==> src/rtl/mem_port_arbiter_if.sv <==
// -----------------------------------------------------------------------------
// mem_port_arbiter_if
//   Bundles the IF-stage, MEM-stage and external memory-bus signals handled
//   by mem_port_arbiter.
//
//   slave  modport : the arbiter itself. It takes requests from the pipeline
//                    and bus responses, and drives ready/rdata/stall and the
//                    registered bus request.
//   master modport : the surroundings of the arbiter, i.e. the IF and MEM
//                    stages plus the memory bus (or a testbench standing in
//                    for all of them).
//
//   Signals
//     if_req/if_addr          fetch request, held until if_ready or flush
//     if_rdata/if_ready       fetch response (1-cycle pulse)
//     flush                   branch taken, drops the pending/in-flight fetch
//     mem_req/we/wstrb/addr/wdata  data request, held until mem_ready
//     mem_rdata/mem_ready     data response (1-cycle pulse)
//     stall_IF/stall_MEM      per-stage stall towards the pipeline
//     bus_valid/we/wstrb/addr/wdata  registered bus request
//     bus_ack/bus_rdata       bus completion and read data
// -----------------------------------------------------------------------------
interface mem_port_arbiter_if #(
  parameter int ADDR_W = 32,
  parameter int DATA_W = 32
);
  localparam int STRB_W = DATA_W / 8;

  // IF stage
  logic              if_req;
  logic [ADDR_W-1:0] if_addr;
  logic [DATA_W-1:0] if_rdata;
  logic              if_ready;
  logic              flush;

  // MEM stage
  logic              mem_req;
  logic              mem_we;
  logic [STRB_W-1:0] mem_wstrb;
  logic [ADDR_W-1:0] mem_addr;
  logic [DATA_W-1:0] mem_wdata;
  logic [DATA_W-1:0] mem_rdata;
  logic              mem_ready;

  // Stalls
  logic              stall_IF;
  logic              stall_MEM;

  // External memory bus
  logic              bus_valid;
  logic              bus_we;
  logic [STRB_W-1:0] bus_wstrb;
  logic [ADDR_W-1:0] bus_addr;
  logic [DATA_W-1:0] bus_wdata;
  logic              bus_ack;
  logic [DATA_W-1:0] bus_rdata;

  modport slave (
    input  if_req, if_addr, flush,
    input  mem_req, mem_we, mem_wstrb, mem_addr, mem_wdata,
    input  bus_ack, bus_rdata,
    output if_rdata, if_ready,
    output mem_rdata, mem_ready,
    output stall_IF, stall_MEM,
    output bus_valid, bus_we, bus_wstrb, bus_addr, bus_wdata
  );

  modport master (
    output if_req, if_addr, flush,
    output mem_req, mem_we, mem_wstrb, mem_addr, mem_wdata,
    output bus_ack, bus_rdata,
    input  if_rdata, if_ready,
    input  mem_rdata, mem_ready,
    input  stall_IF, stall_MEM,
    input  bus_valid, bus_we, bus_wstrb, bus_addr, bus_wdata
  );

endinterface

==> src/rtl/mem_port_arbiter.sv <==
// -----------------------------------------------------------------------------
// mem_port_arbiter
//   Shares the core's single external memory port between instruction fetch
//   (IF stage) and load/store (MEM stage). One requester is granted at a time;
//   its transaction is registered onto the bus and held until bus_ack, the
//   response is handed back combinationally in the ack cycle, and per-stage
//   stalls are raised while a request is outstanding. A branch flush discards
//   the response of a fetch already on the bus.
//
//   Parameters
//     ADDR_W      address width
//     DATA_W      data width, multiple of 8
//     STARVE_MAX  consecutive MEM grants tolerated while a fetch waits (>=1)
//
//   Ports
//     clk    rising-edge clock
//     reset  asynchronous, active-high
//     mp     mem_port_arbiter_if.slave (IF, MEM and bus signals)
//
//   Arbitration happens only in IDLE. MEM wins unless the fetch has already
//   been passed over STARVE_MAX times in a row. Every access returns to IDLE
//   for at least one cycle, so an access takes at least 2 cycles and a
//   requester that keeps its request after ready is simply re-arbitrated.
// -----------------------------------------------------------------------------
module mem_port_arbiter #(
  parameter int ADDR_W     = 32,
  parameter int DATA_W     = 32,
  parameter int STARVE_MAX = 4
) (
  input  logic               clk,
  input  logic               reset,
  mem_port_arbiter_if.slave  mp
);

  localparam int STRB_W = DATA_W / 8;
  localparam int CNT_W  = (STARVE_MAX < 2) ? 1 : $clog2(STARVE_MAX + 1);
  localparam logic [CNT_W-1:0] STARVE_LIM = CNT_W'(STARVE_MAX);

  typedef enum logic [1:0] {
    IDLE     = 2'd0,
    BUSY_IF  = 2'd1,
    BUSY_MEM = 2'd2
  } state_e;

  state_e            state_q;
  logic              bus_valid_q;
  logic              bus_we_q;
  logic [STRB_W-1:0] bus_wstrb_q;
  logic [ADDR_W-1:0] bus_addr_q;
  logic [DATA_W-1:0] bus_wdata_q;
  logic [CNT_W-1:0]  starve_cnt_q;
  logic [CNT_W-1:0]  starve_cnt_d;
  logic              drop_q;

  logic              if_starved;
  logic              grant_mem;
  logic              grant_if;
  logic              if_ack;
  logic              mem_ack;
  logic              if_ready_w;
  logic              mem_ready_w;

  // Saturating increment of the starvation counter.
  function automatic logic [CNT_W-1:0] sat_inc(input logic [CNT_W-1:0] v);
    if (v >= STARVE_LIM) begin
      return STARVE_LIM;
    end
    return v + CNT_W'(1);
  endfunction

  // ---------------------------------------------------------------------------
  // Grant decision (IDLE only)
  // ---------------------------------------------------------------------------
  assign if_starved = mp.if_req && (starve_cnt_q == STARVE_LIM);
  assign grant_mem  = (state_q == IDLE) && mp.mem_req && !if_starved;
  // flush blocks the fetch grant: the address on if_addr is already stale.
  assign grant_if   = (state_q == IDLE) && !grant_mem && mp.if_req && !mp.flush;

  // Counts MEM grants that overtook a waiting fetch; any grant that leaves no
  // fetch waiting restarts the count.
  always_comb begin
    starve_cnt_d = starve_cnt_q;
    if (grant_mem) begin
      starve_cnt_d = mp.if_req ? sat_inc(starve_cnt_q) : '0;
    end else if (grant_if) begin
      starve_cnt_d = '0;
    end
  end

  // ---------------------------------------------------------------------------
  // Response path (combinational in the ack cycle)
  // ---------------------------------------------------------------------------
  assign if_ack      = (state_q == BUSY_IF)  && mp.bus_ack;
  assign mem_ack     = (state_q == BUSY_MEM) && mp.bus_ack;
  // A fetch flushed earlier (drop_q) or in the ack cycle itself is swallowed.
  assign if_ready_w  = if_ack && !drop_q && !mp.flush;
  assign mem_ready_w = mem_ack;

  assign mp.if_ready  = if_ready_w;
  assign mp.if_rdata  = if_ready_w  ? mp.bus_rdata : '0;
  assign mp.mem_ready = mem_ready_w;
  assign mp.mem_rdata = mem_ready_w ? mp.bus_rdata : '0;

  assign mp.stall_IF  = mp.if_req  && !if_ready_w;
  assign mp.stall_MEM = mp.mem_req && !mem_ready_w;

  assign mp.bus_valid = bus_valid_q;
  assign mp.bus_we    = bus_we_q;
  assign mp.bus_wstrb = bus_wstrb_q;
  assign mp.bus_addr  = bus_addr_q;
  assign mp.bus_wdata = bus_wdata_q;

  // ---------------------------------------------------------------------------
  // Control FSM with registered bus request
  // ---------------------------------------------------------------------------
  always_ff @(posedge clk or posedge reset) begin
    if (reset) begin
      state_q      <= IDLE;
      bus_valid_q  <= 1'b0;
      bus_we_q     <= 1'b0;
      bus_wstrb_q  <= '0;
      bus_addr_q   <= '0;
      bus_wdata_q  <= '0;
      starve_cnt_q <= '0;
      drop_q       <= 1'b0;
    end else begin
      starve_cnt_q <= starve_cnt_d;
      case (state_q)
        IDLE: begin
          if (grant_mem) begin
            state_q     <= BUSY_MEM;
            bus_valid_q <= 1'b1;
            bus_we_q    <= mp.mem_we;
            // Loads never carry byte enables onto the bus.
            bus_wstrb_q <= mp.mem_we ? mp.mem_wstrb : '0;
            bus_addr_q  <= mp.mem_addr;
            bus_wdata_q <= mp.mem_wdata;
          end else if (grant_if) begin
            state_q     <= BUSY_IF;
            bus_valid_q <= 1'b1;
            bus_we_q    <= 1'b0;
            bus_wstrb_q <= '0;
            bus_addr_q  <= mp.if_addr;
            bus_wdata_q <= '0;
          end
        end
        BUSY_IF: begin
          if (mp.bus_ack) begin
            state_q     <= IDLE;
            bus_valid_q <= 1'b0;
            drop_q      <= 1'b0;
          end else if (mp.flush) begin
            // The bus access cannot be cancelled; remember to discard it.
            drop_q      <= 1'b1;
          end
        end
        BUSY_MEM: begin
          if (mp.bus_ack) begin
            state_q     <= IDLE;
            bus_valid_q <= 1'b0;
            drop_q      <= 1'b0;
          end
        end
        default: begin
          state_q     <= IDLE;
          bus_valid_q <= 1'b0;
          drop_q      <= 1'b0;
        end
      endcase
    end
  end

endmodule
==> src/flat_wrapper.sv <==
// flat-port wrapper written by rule: the top's interface ports become plain ports
module mem_port_arbiter_flat 
#(
  parameter int ADDR_W     = 32,
  parameter int DATA_W     = 32,
  parameter int STARVE_MAX = 4
)
  (clk, reset, mp_if_req, mp_if_addr, mp_flush, mp_mem_req, mp_mem_we, mp_mem_wstrb, mp_mem_addr, mp_mem_wdata, mp_bus_ack, mp_bus_rdata, mp_if_rdata, mp_if_ready, mp_mem_rdata, mp_mem_ready, mp_stall_IF, mp_stall_MEM, mp_bus_valid, mp_bus_we, mp_bus_wstrb, mp_bus_addr, mp_bus_wdata);
  mem_port_arbiter_if #(.ADDR_W(ADDR_W), .DATA_W(DATA_W)) mp_i ();
  input  logic clk;
  input  logic reset;
  input wire logic [$bits(mp_i.if_req)-1:0] mp_if_req;
  input wire logic [$bits(mp_i.if_addr)-1:0] mp_if_addr;
  input wire logic [$bits(mp_i.flush)-1:0] mp_flush;
  input wire logic [$bits(mp_i.mem_req)-1:0] mp_mem_req;
  input wire logic [$bits(mp_i.mem_we)-1:0] mp_mem_we;
  input wire logic [$bits(mp_i.mem_wstrb)-1:0] mp_mem_wstrb;
  input wire logic [$bits(mp_i.mem_addr)-1:0] mp_mem_addr;
  input wire logic [$bits(mp_i.mem_wdata)-1:0] mp_mem_wdata;
  input wire logic [$bits(mp_i.bus_ack)-1:0] mp_bus_ack;
  input wire logic [$bits(mp_i.bus_rdata)-1:0] mp_bus_rdata;
  output wire logic [$bits(mp_i.if_rdata)-1:0] mp_if_rdata;
  output wire logic [$bits(mp_i.if_ready)-1:0] mp_if_ready;
  output wire logic [$bits(mp_i.mem_rdata)-1:0] mp_mem_rdata;
  output wire logic [$bits(mp_i.mem_ready)-1:0] mp_mem_ready;
  output wire logic [$bits(mp_i.stall_IF)-1:0] mp_stall_IF;
  output wire logic [$bits(mp_i.stall_MEM)-1:0] mp_stall_MEM;
  output wire logic [$bits(mp_i.bus_valid)-1:0] mp_bus_valid;
  output wire logic [$bits(mp_i.bus_we)-1:0] mp_bus_we;
  output wire logic [$bits(mp_i.bus_wstrb)-1:0] mp_bus_wstrb;
  output wire logic [$bits(mp_i.bus_addr)-1:0] mp_bus_addr;
  output wire logic [$bits(mp_i.bus_wdata)-1:0] mp_bus_wdata;
  assign mp_i.if_req = mp_if_req;
  assign mp_i.if_addr = mp_if_addr;
  assign mp_i.flush = mp_flush;
  assign mp_i.mem_req = mp_mem_req;
  assign mp_i.mem_we = mp_mem_we;
  assign mp_i.mem_wstrb = mp_mem_wstrb;
  assign mp_i.mem_addr = mp_mem_addr;
  assign mp_i.mem_wdata = mp_mem_wdata;
  assign mp_i.bus_ack = mp_bus_ack;
  assign mp_i.bus_rdata = mp_bus_rdata;
  assign mp_if_rdata = mp_i.if_rdata;
  assign mp_if_ready = mp_i.if_ready;
  assign mp_mem_rdata = mp_i.mem_rdata;
  assign mp_mem_ready = mp_i.mem_ready;
  assign mp_stall_IF = mp_i.stall_IF;
  assign mp_stall_MEM = mp_i.stall_MEM;
  assign mp_bus_valid = mp_i.bus_valid;
  assign mp_bus_we = mp_i.bus_we;
  assign mp_bus_wstrb = mp_i.bus_wstrb;
  assign mp_bus_addr = mp_i.bus_addr;
  assign mp_bus_wdata = mp_i.bus_wdata;
  mem_port_arbiter #(.ADDR_W(ADDR_W), .DATA_W(DATA_W), .STARVE_MAX(STARVE_MAX)) u_core (.clk(clk), .reset(reset), .mp(mp_i));
endmodule
==> config.mk <==
export PLATFORM = sky130hd
export DESIGN_NAME = mem_port_arbiter_flat
export DESIGN_NICKNAME = d
export VERILOG_FILES = /design/src/rtl/mem_port_arbiter_if.sv /design/src/rtl/mem_port_arbiter.sv /design/src/flat_wrapper.sv
export SDC_FILE = /design/constraint.sdc
export NUM_CORES = 1
export LEC_CHECK = 0
export ABC_AREA = 1
export BUFFER_PORTS_ARGS = -buffer_cell sky130_fd_sc_hd__buf_2
export CAP_MARGIN = 10
export CORE_MARGIN = 4
export CORE_UTILIZATION = 34
export CTS_CLUSTER_SIZE = 25
export DETAILED_ROUTE_END_ITERATION = 7
export PLACE_DENSITY = 0.79
export SLEW_MARGIN = 20
export SYNTH_ARGS = -nofsm -noshare
export SYNTH_HDL_FRONTEND = slang
export SYNTH_SLANG_ARGS = --single-unit
==> constraint.sdc <==
create_clock -name clk -period 2 [get_ports clk]
set_input_delay 0.2 -clock clk [delete_from_list [all_inputs] [get_ports clk]]
set_output_delay 0.2 -clock clk [all_outputs]
set_load 0.02 [all_outputs]
* After elaboration in Yosys (flattened, before gate mapping)
Cells that the tools add are included.
W data, S select, Z words.
** Word-level totals
- Register bits :: 76
- Bits in latches :: 0
- Memory bits (writable) :: 0
- Memory bits (read-only) :: 0
- Input bits :: 139
- Output and inout port bits :: 138
- Logic and storage cells :: 71
- Memories :: 0
** Cells by class
- Add/sub/neg operators :: 1
- Multiply operators :: 0
- Divide/modulo/power cells :: 0
- $lt $le $gt $ge :: 1
- Equality and inequality tests :: 7
- Shift-type cells :: 0
- Mux-type cells :: 29
- Bitwise logic cells :: 1
- Reduce and logical (&&, ||, !) cells :: 24
** Operators by type and width (count)
- $mux W32 :: 6
- $mux W3 :: 5
- $logic_and A1 B1 Y1 :: 12
- $mux W4 :: 3
- $mux W1 :: 9
- $logic_not A1 Y1 :: 6
- $mux W2 :: 3
- $pmux W2 S2 :: 1
- $reduce_and A2 Y1 :: 2
- $add A3 B1 Y3 const B :: 1
- $eq A3 B3 Y1 const B :: 1
- $ge A3 B3 Y1 const B :: 1
- $ne A3 B1 Y1 const B :: 1
- $ne A3 B3 Y1 const B :: 1
- $pmux W1 S3 :: 1
- $reduce_and A3 Y1 :: 1
- $eq A2 B1 Y1 const B :: 1
- $eq A2 B2 Y1 const B :: 1
- $logic_not A2 Y1 :: 1
- $ne A2 B1 Y1 const B :: 1
- $ne A2 B2 Y1 const B :: 1
- $pmux W1 S2 :: 1
- $reduce_bool A2 Y1 :: 1
- $reduce_or A2 Y1 :: 1
- $not A1 Y1 :: 1

* Logic depth before layout (Yosys ltp)
Gate-level depths: netlist of the first run.
- Word-level depth :: 11
- Depth in mapped cells :: 12
- Gate-level depth less buffers :: 10

* Least setup slack after synthesis of the first run
OpenSTA, ideal clock, no wires.
- Path kind :: register to register
- Start :: reg u_core.state_q[0]
- End :: reg u_core.bus_wdata_q[10], in the netlist u_core.mp.bus_wdata[10]
- Library setup time :: 0.117 ns
- Data arrival time :: 1.433 ns
- Data required time :: 1.883 ns
- Setup slack :: 0.450 ns
- Cell stages (with the launch flop) :: 12
- Path buffers :: 2
- Period minus slack after synthesis :: 1.550 ns
- Cells stage by stage :: dfrtp_1 -> inv_1 -> ha_1 -> nand2_1 -> clkinv_1 -> nand2_2 -> o21ai_4 -> inv_2 -> buf_6 -> buf_6 -> nand2_1 -> nand2_1
** Between the ends
- Word-level cells in the longest chain between the ends :: 9
- Elaborated cells on any way between the ends :: 10
- Classes of those cells :: mux: 1; reduce/logical: 9
** RTL lines
- start, declared :: RTL line mem_port_arbiter.sv:45 : state_e state_q;
- start signal, assigned :: RTL line mem_port_arbiter.sv:118 : state_q <= IDLE;
- start signal, assigned :: RTL line mem_port_arbiter.sv:131 : state_q <= BUSY_MEM;
- start signal, assigned :: RTL line mem_port_arbiter.sv:139 : state_q <= BUSY_IF;
- $logic_not A2 Y1 (*) :: RTL line mem_port_arbiter.sv:75, mem_port_arbiter.sv:77, mem_port_arbiter.sv:128
- $logic_and A1 B1 Y1 (2 in a row) :: RTL line mem_port_arbiter.sv:75 : assign grant_mem = (state_q == IDLE) && mp.mem_req && !if_starved;
- $logic_not A1 Y1 :: RTL line mem_port_arbiter.sv:77 : assign grant_if = (state_q == IDLE) && !grant_mem && mp.if_req && !mp.flush;
- $logic_and A1 B1 Y1 (3 in a row) :: RTL line mem_port_arbiter.sv:77
- $reduce_bool A2 Y1 (no line)
- $reduce_and A2 Y1 (no line)
- end signal, assigned :: RTL line mem_port_arbiter.sv:137 : bus_wdata_q <= mp.mem_wdata;
- end, declared :: RTL line mem_port_arbiter.sv:50 : logic [DATA_W-1:0] bus_wdata_q;
Mark *: on every way between the ends. The rest lies on a longest branch, timed or not.
A chain may end at the register's enable or synchronous reset.

* Final worst setup path of the first run
- Start :: reg u_core.state_q[1]
- End :: out mp_stall_IF
** Between the ends
- Word-level cells in the longest chain between the ends :: 6
** RTL lines
- $eq A2 B1 Y1 :: RTL line mem_port_arbiter.sv:93 : assign if_ack = (state_q == BUSY_IF) && mp.bus_ack;
- $logic_and A1 B1 Y1 :: RTL line mem_port_arbiter.sv:93
- $logic_and A1 B1 Y1 (2 in a row) :: RTL line mem_port_arbiter.sv:96 : assign if_ready_w = if_ack && !drop_q && !mp.flush;
- $logic_not A1 Y1 :: RTL line mem_port_arbiter.sv:104 : assign mp.stall_IF = mp.if_req && !if_ready_w;
- $logic_and A1 B1 Y1 :: RTL line mem_port_arbiter.sv:104
- end, declared :: RTL line flat_wrapper.sv:26 : output wire logic [$bits(mp_i.stall_IF)-1:0] mp_stall_IF;
No other way between the ends.

==> metrics.md, run 1 <==
| Metric | Value |
|---|---|
| Final Hold Fails | `0` |
| Worst-path cell chain | `inv_1 -> ha_1 -> nand4_1 -> buf_4 -> buf_12 -> inv_1 -> nor2_1 -> buf_2` |
| Clock sinks | `76` |
| Overall routed net length | `13.2 mm` |
| Die W | `114 microns` |
| Peak VDD IR | `774 uV` |
| Most frequent cells in the layout | `nand2_1, buf_2, dfrtp_1` |
| CP peak stage delay | `370 ps` |
| Via count | `4,332` |
| DRT Pass-1 Iters | `4` |
| Final min period | `1900 ps` |
| Fin nets | `975` |
| Power Density | `1510 nW/um^2` |
| Area post-placement | `5380 sq um` |
| Share of post-route cells with drive strength above 1 | `0.372` |
| Worst Path Max Fanout | `9` |
| Clk slew on worst S/H paths | `60 ps` |
| Most common cell after layout, fill and taps aside | `nand2_1` |
| Die height | `114 microns` |
| Layout area overhead | `50.5%` |
| Leak | `3.83 nW` |
| WP data arrival | `1700 ps` |
| Slowest-stage cell, CP | `dfrtp_1` |
| CP required | `1800 ps` |
| Actual slew at the worst max-slew pin | `524 ps` |
| Final max-slew violation count | `0` |
| Die area | `13,100 sq um` |
| Critical Path Sink Type | `output port` |
| Status | `complete, no violations` |
| Vias per cell | `4.44` |
| Wire per inst | `13.5 microns` |
| Global-route wire length before repair | `20.2 mm` |
| Core Region | `10,900 sq um` |
| Initial Utilization | `0.352` |
| Seq/Total Area, Yosys | `0.494` |
| Critical Path Most Common Cell | `inv_1` |
| Remaining routing DRC violations | `0` |
| Worst setup SP type | `flip-flop` |
| Antenna violations before repair | `0` |
| CTS Buf Count | `9` |
| Final period utilization | `0.950` |
| Avg Cell Area, Syn | `6.90 sq um` |
| Dpl hpwl | `10.0 mm` |
| Vias in the first global route | `4,156` |
| Largest net degree at the start of global routing | `69` |
| Unique masters post-synth | `19` |
| Class of the most critical setup path | `flip-flop to output port` |
| Drt first-iter violations | `315` |
| Synth warn | `0` |
| Slew headroom | `0.651` |
| IO buf count | `276` |
| Diodes inserted | `0` |
| Achievable Freq | `526 MHz` |
| CTS root buf | `clkbuf_16` |
| Grt total ovfl | `0` |
| Maximum clock path buffer count | `2` |
| GRT Util Overall | `0.196` |
| CTS tree | `done` |
| H-tree levels | `3` |
| Final total power | `8.75 mW` |
| Rows | `38` |
| Cell Area, Synth | `3850 sq um` |
| Final Non-Filler Cells | `976` |
| Worst Hold Class | `input port to async pin` |
| Syn_nets | `702` |
| Clk_lat worst skew | `330 ps` |
| Placed cell count | `957` |
| Maxcap violations | `0` |
| Placer congestion estimate | `0.810` |
| Skew final | `10.2 ps` |
| Post-route cell area | `5790 sq um` |
| Mapped Cells | `558` |
| Final setup TNS | `0 ps` |
| I/O pins | `277` |
| Routed Antenna Nets | `0` |
| Yosys reg bits | `76` |
| Setup violations, final | `0` |
## worst max-delay path, delay by kind of cell, from the launching register on
family        cells  cell delay (ps)
fa+ha+maj         1              200
buf+inv           5              600
flops             1              370
simple gates      2              190
## cell families (layout without fill, tap and decap cells)
family / Yosys count / in the layout / share of synthesized area
simple gates: 389 / 389 / 0.383
buf+inv: 80 / 358 / 0.0914
flops: 76 / 76 / 0.494
compound gates: 8 / 8 / 0.0146
fa+ha+maj: 5 / 5 / 0.0163
## power breakdown
part	switching [mW]	internal, mW	total (mW)
logic	2.90	1.38	4.27
registers	0.365	2.24	2.60
clock network	0.644	1.23	1.87
total	3.91	4.84	8.75
## routing by layer
layer / vias up / wire length (microns) / track usage
met1: 1934 / 4980 / 0.220
li1: 2180 / - / -
met2: 206 / 6780 / 0.352
met4: 0 / 276 / 0.0673
met3: 12 / 1150 / 0.0581
met5: - / 0 / 0
## path summary, 6_finish.rpt
kind / from / endpoint / slack, ps / cells past startpoint
worst min-delay path: reset / u_core.mp.bus_addr[27] / 2 / 3
max in group asynchronous: reset / u_core.state_q[1] / 1600 / 3
min in group clk: mp_mem_wdata[24] / u_core.mp.bus_wdata[24] / 70 / 3
worst min register to register: u_core.mp.bus_wdata[0] / u_core.mp.bus_wdata[0] / 460 / 2
worst max-delay path: u_core.state_q[1] / mp_stall_IF / 100 / 8
worst max register to register: u_core.state_q[0] / u_core.mp.bus_addr[23] / 160 / 10
## synthesized netlist by cell type (all sizes together)
master	count	area, sq um
clkinv	1	3.75
o22ai	4	25.0
nand4	2	12.5
inv	52	195
nor2	67	251
nor3	1	5.00
o21ai	4	31.3
dfrtp	76	1900
nand3	5	25.0
ha	5	62.6
clkbuf	8	30.0
buf	19	123
nand2	314	1180
## flip-flops by register name (all words and copies together) (netlist names)
name and cells:
u_core.drop_q 1, u_core.mp.bus_addr 32, u_core.mp.bus_valid 1, u_core.mp.bus_wdata 32
u_core.mp.bus_we 1, u_core.mp.bus_wstrb 4, u_core.starve_cnt_q 3, u_core.state_q 2
## stage by stage
step	setup slack (ps)	hold WS (ps)	util
2_1_floorplan	450	317	-
3_3_place_gp	237	354	0.492
3_5_place_dp	173	356	0.492
4_1_cts	70.9	5.70	0.524
5_1_grt	-16.3	37.1	0.530
6_report	99.0	1.70	0.530
## repair_timing
item,in CTS,in global routing
hold buffers,0,0
resized for setup,0,2
setup endpoints to repair,0,20
buffers inserted,0,1
## final cells by class
cell class	count	area [sq um]
clock buffer	9	225
fill	1067	5140
inverter	53	203
clock inverter	7	121
sequential	76	1900
tap	140	175
timing repair buffer	289	1570
multi-input combinational	402	1590
Note: power is estimated with default switching activity, not from simulation.
==> inputs of run 2 (changes only) <==
--- a/config.mk
+++ b/config.mk
@@ -12,8 +12,9 @@
 export CORE_UTILIZATION = 34
 export CTS_CLUSTER_SIZE = 25
 export DETAILED_ROUTE_END_ITERATION = 7
+export HOLD_SLACK_MARGIN = 0.08
 export PLACE_DENSITY = 0.79
-export SLEW_MARGIN = 20
+export SLEW_MARGIN = 30
 export SYNTH_ARGS = -nofsm -noshare
 export SYNTH_HDL_FRONTEND = slang
 export SYNTH_SLANG_ARGS = --single-unit
==> run 2 against run 1 <==
Sequential power is essentially flat. Flip-flop and latch count did not move. Core utilization grew 2.8 points. Clock-buffer cell count unchanged. Clock skew rose by 0.86 ps. Critical path depth did not move. Final area is 5.3% higher. Critical path type unchanged.
==> metrics.md, run 2 (synthesis gave the netlist of run 1 again) <==
| Metric | Value |
|---|---|
| Worst Path Max Fanout | `9` |
| Maximum clock path buffer count | `2` |
| Met1 Wirelength | `5.18 mm` |
| Power Density | `1460 nW/um^2` |
| Combinational power share | `0.497` |
| IO buf count | `276` |
| Sw Ratio | `0.447` |
| Most frequent cells in the layout | `nand2_1, buf_2, dfrtp_1` |
| H-tree levels | `3` |
| CTS tree | `done` |
| Class of the most critical setup path | `flip-flop to output port` |
| Largest net degree at the start of global routing | `69` |
| Layout fillers | `1,011` |
| Met3 wire len | `1.29 mm` |
| Critical Path Sink Type | `output port` |
| Internal | `4.92 mW` |
| Antenna violations before repair | `0` |
| Die W | `114 microns` |
| Critical R2R Capture | `u_core.mp.bus_addr[17]` |
| Die height | `114 microns` |
| Grt total ovfl | `0` |
| Dpl hpwl | `10.0 mm` |
| Via count | `4,518` |
| RSZ-0062 raised after global routing | `no` |
| Net Switching | `3.98 mW` |
| I/O pins | `277` |
| Most common cell after layout, fill and taps aside | `nand2_1` |
| Setup violations, final | `0` |
| WP data arrival | `1700 ps` |
| Worst Hold Class | `input port to flip-flop` |
| Area of the multi-input gates | `1590 sq um` |
| Final worst-path setup slack | `97.1 ps` |
| Worst R2R Setup Slack | `200 ps` |
| Final min period | `1900 ps` |
| Overall routed net length | `14.0 mm` |
| Status | `complete, no violations` |
| Drt first-iter violations | `379` |
| Setup WS pre-CTS | `173 ps` |
| Peak VDD IR | `845 uV` |
| Layout area overhead | `58.5%` |
| Initial Utilization | `0.352` |
| Achievable Freq | `526 MHz` |
| Vias in the first global route | `4,412` |
| DRT Pass-1 Iters | `4` |
| Post-route cell area | `6100 sq um` |
| Final core utilization | `0.558` |
| Leak | `3.96 nW` |
| Worst Setup EP | `mp_stall_IF` |
| Diodes inserted | `0` |
| Actual slew at the worst max-slew pin | `523 ps` |
| Rows | `38` |
| Final Hold Fails | `0` |
| Min Hold Slack | `93.6 ps` |
| Reg power frac | `0.293` |
| Top sig layer | `met4` |
| Maxcap violations | `0` |
| Final setup TNS | `0 ps` |
| CTS root buf | `clkbuf_16` |
| Fin nets | `1,004` |
| Critical Path Most Common Cell | `inv_1` |
| Wire per inst | `13.9 microns` |
| Vias per cell | `4.50` |
| CP required | `1800 ps` |
| Routed met2 length | `7.23 mm` |
| GRT Util Overall | `0.205` |
| Worst-path cell chain | `inv_1 -> ha_1 -> nand4_1 -> buf_4 -> buf_12 -> inv_1 -> nor2_1 -> buf_2` |
| CP peak stage delay | `380 ps` |
| Area post-placement | `5380 sq um` |
| Skew final | `11.0 ps` |
| Crit path from | `u_core.state_q[1]` |
| Worst setup SP type | `flip-flop` |
| Remaining routing DRC violations | `0` |
| Slowest-stage cell, CP | `dfrtp_1` |
| Placer congestion estimate | `0.810` |
| Reg2Reg Depth | `10` |
| Final Non-Filler Cells | `1,005` |
| Final period utilization | `0.951` |
| Final total power | `8.89 mW` |
| CTS Buf Count | `9` |
| Clk slew on worst S/H paths | `60 ps` |
| Die area | `13,100 sq um` |
| Clk_lat worst skew | `330 ps` |
| Clock sinks | `76` |
| Global-route wire length before repair | `21.2 mm` |
| WHS Path Cells | `3` |
| Clk network pwr share | `0.210` |
| Share of post-route cells with drive strength above 1 | `0.361` |
| Placed cell count | `957` |
| Register area | `1900 sq um` |
| Slew headroom | `0.651` |
| Core Region | `10,900 sq um` |
| R2r startpoint | `u_core.state_q[0]` |
| Routed Antenna Nets | `0` |
| Final max-slew violation count | `0` |
==> run 2: changes by cell type in the layout (fill, tap and decap cells not counted), sizes merged <==
cell | before | now
clkbuf | 11 | 12
dlygate4sd3 | 0 | 28
==> run 2: worst min path at each step <==
| stage | start | to | slack (ps) |
|---|---|---|---|
| after global placement | reset | u_core.mp.bus_addr[27] | 350 |
| after CTS | mp_mem_wdata[18] | u_core.mp.bus_wdata[18] | 80 |
| final | mp_mem_wdata[25] | u_core.mp.bus_wdata[25] | 90 |
| after global routing | mp_mem_wdata[5] | u_core.mp.bus_wdata[5] | 90 |
| after detailed placement | reset | u_core.mp.bus_addr[27] | 360 |
| after floorplan | mp_mem_wdata[10] | u_core.mp.bus_wdata[10] | 320 |
==> run 2: routing by layer <==
metal / up-vias / track usage
li1: 2238 / -
met4: 0 / 0.0736
met1: 2025 / 0.225
met5: - / 0
met3: 16 / 0.0597
met2: 239 / 0.373
==> run 2: worst max-delay path, delay by kind of cell, from the launching register on <==
| family | cells | cell delay, ps |
|---|---|---|
| adders and majority gates | 1 | 200 |
| DFF | 1 | 380 |
| and+or+nand+nor | 2 | 190 |
| buffers and inverters | 5 | 620 |
==> run 2: repair_timing <==
item                                    in CTS  in global routing
endpoints found under the hold margin      103                  0
resized for setup                            0                  2
hold buffers                                28                  0
buffers inserted                             0                  1
endpoints found under the setup margin       0                 20
==> run 2: power by group through the flow <==
stage	clock (mW)	sequential, mW	combinational (mW)
detailed placement	0	2.62	4.29
global route	2.00	2.69	4.90
CTS	1.92	2.60	4.34
floorplan	0	3.39	2.01
finish	1.87	2.61	4.42
global placement	0	2.59	4.22
==> run 2: final cells by class <==
cell class / count / area share
Sequential cell: 76 / 0.312
Timing Repair Buffer: 318 / 0.308
Multi-Input combinational cell: 402 / 0.261
Clock buffer: 9 / 0.0369
Inverter: 53 / 0.0332
Tap cell: 140 / 0.0287
Clock inverter: 7 / 0.0199
==> inputs of run 3 (changes only) <==
--- a/config.mk
+++ b/config.mk
@@ -6,14 +6,14 @@
 export NUM_CORES = 1
 export LEC_CHECK = 0
 export ABC_AREA = 1
-export BUFFER_PORTS_ARGS = -buffer_cell sky130_fd_sc_hd__buf_2
 export CAP_MARGIN = 10
 export CORE_MARGIN = 4
 export CORE_UTILIZATION = 34
 export CTS_CLUSTER_SIZE = 25
 export DETAILED_ROUTE_END_ITERATION = 7
+export DONT_BUFFER_PORTS = 1
 export HOLD_SLACK_MARGIN = 0.08
-export PLACE_DENSITY = 0.79
+export PLACE_DENSITY = 0.57
 export SLEW_MARGIN = 30
 export SYNTH_ARGS = -nofsm -noshare
 export SYNTH_HDL_FRONTEND = slang
==> run 3 against run 2 <==
Via count fell by 14%. Final area down 7.6%. First-iteration DRC count decreased by 26%. Critical path type unchanged. Highest routed layer unchanged.
==> metrics.md, run 3 (synthesis gave the netlist of run 1 again) <==
| Metric | Value |
|---|---|
| Critical Path Sink Type | `output port` |
| Final min period | `1880 ps` |
| Overall routed net length | `12.9 mm` |
| Worst-path cell chain | `inv_1 -> ha_1 -> nand4_1 -> buf_4 -> nor2_1 -> buf_4` |
| Min Hold Slack | `92.4 ps` |
| Placer congestion estimate | `0.845` |
| Final period utilization | `0.940` |
| Maximum clock path buffer count | `2` |
| Worst Path Max Fanout | `15` |
| Maxcap violations | `0` |
| Final Non-Filler Cells | `846` |
| Post-route cell area | `5640 sq um` |
| Die W | `114 microns` |
| Setup violations, final | `0` |
| CTS Buf Count | `9` |
| Register area | `1900 sq um` |
| Peak VDD IR | `700 uV` |
| Status | `complete, no violations` |
| CP peak stage delay | `390 ps` |
| Critical Path Most Common Cell | `buf_4` |
| Slew headroom | `0.566` |
| CP required | `1800 ps` |
| Area of the multi-input gates | `1590 sq um` |
| Die height | `114 microns` |
| Global-route wire length before repair | `20.4 mm` |
| Vias in the first global route | `4,060` |
| Final core utilization | `0.515` |
| Actual slew at the worst max-slew pin | `649 ps` |
| Most common cell after layout, fill and taps aside | `nand2_1` |
| Rows | `38` |
| Slowest-stage cell, CP | `dfrtp_1` |
| RSZ-0062 raised after global routing | `yes` |
| Most frequent cells in the layout | `nand2_1, dlygate4sd3_1, dfrtp_1` |
| Final setup TNS | `0 ps` |
| Final Hold Fails | `0` |
| Die area | `13,100 sq um` |
| Wire per inst | `15.3 microns` |
| DRT Pass-1 Iters | `5` |
| Core Region | `10,900 sq um` |
| Grt total ovfl | `0` |
| Worst Hold Class | `input port to flip-flop` |
| Setup WS pre-CTS | `-54.2 ps` |
| IO buf count | `0` |
| Routed Antenna Nets | `0` |
| Clk_lat worst skew | `320 ps` |
| Layout area overhead | `46.5%` |
| Achievable Freq | `532 MHz` |
| Clk slew on worst S/H paths | `60 ps` |
| Postcts setup bufs | `0` |
| WP data arrival | `1680 ps` |
| Skew final | `4.18 ps` |
| Clock sinks | `76` |
| GRT Util Overall | `0.195` |
| Class of the most critical setup path | `flip-flop to output port` |
| Vias per cell | `4.60` |
| Placed cell count | `749` |
| Final worst-path setup slack | `119 ps` |
| H-tree levels | `3` |
| Antenna violations before repair | `0` |
| CTS root buf | `clkbuf_16` |
| I/O pins | `277` |
| Via count | `3,888` |
| Drt first-iter violations | `279` |
| Layout fillers | `1,004` |
| Fin nets | `845` |
| Initial Utilization | `0.352` |
| Diodes inserted | `0` |
| Final total power | `8.02 mW` |
| CTS tree | `done` |
| Worst Path Buf+Inv | `3` |
| Dpl hpwl | `9.05 mm` |
| Power Density | `1420 nW/um^2` |
| Final max-slew violation count | `0` |
| Remaining routing DRC violations | `0` |
| Leak | `3.25 nW` |
| Share of post-route cells with drive strength above 1 | `0.140` |
| Largest net degree at the start of global routing | `66` |
| CP top delay family | `buffers and inverters` |
| Worst setup SP type | `flip-flop` |
| Area post-placement | `4510 sq um` |
==> run 3: changes by cell type in the layout (fill, tap and decap cells not counted), sizes merged <==
| cell | delta |
|---|---|
| clkinvlp | +1 |
| clkbuf | -2 |
| dlygate4sd3 | +53 |
| buf | -209 |
| inv | -2 |
| bufinv | -2 |
| clkinv | +2 |
==> run 3: worst register-to-register path, cell delays in order, from the launching register on <==
cell,delay [ps]
dfrtp_1,370
inv_1,80
ha_1,220
nand2_1,70
clkinv_1,60
nand2_2,120
buf_8,190
o21ai_4,90
inv_4,150
buf_12,200
nand2_1,100
nand2_1,80
==> run 3: cell type report <==
class,count,area share
inverter,53,0.0373
sequential,76,0.337
clock inverter,6,0.0115
multi-input combinational,402,0.283
timing repair buffer,159,0.259
tap,140,0.0311
clock buffer,10,0.0406
==> run 3: power breakdown <==
part           internal [mW]  switching (mW)  total, mW
Sequential              2.23            1.34       3.57
Clock                  0.966           0.613       1.58
Combinational           1.05            1.82       2.87
==> run 3: final timing paths <==
path / start / end / slack, ps / cells after the start
hold / removal: mp_if_addr[15] / u_core.mp.bus_addr[15] / 90 / 4
setup reg to reg: u_core.state_q[0] / u_core.mp.bus_wdata[7] / 190 / 11
hold reg to reg: u_core.state_q[1] / u_core.state_q[1] / 500 / 2
max in group asynchronous: reset / u_core.mp.bus_addr[30] / 860 / 3
min in group asynchronous: reset / u_core.mp.bus_addr[0] / 440 / 2
setup / recovery: u_core.state_q[1] / mp_if_rdata[20] / 120 / 6
==> run 3: routing by layer <==
| layer | part of all wire | global-route usage | up-vias |
|---|---|---|---|
| met4 | 0.012 | 0.0728 | 0 |
| met1 | 0.38 | 0.222 | 1763 |
| met2 | 0.52 | 0.349 | 192 |
| met3 | 0.095 | 0.0534 | 15 |
| li1 | - | - | 1918 |
| met5 | 0 | 0 | - |
==> run 3: timing repair <==
| item | CTS | global route |
|---|---|---|
| resized for setup | 1 | 7 |
| hold buffers | 81 | 0 |
| pin swaps | 0 | 0 |
| setup endpoints to repair | 26 | 77 |
| hold endpoints to repair | 91 | 0 |
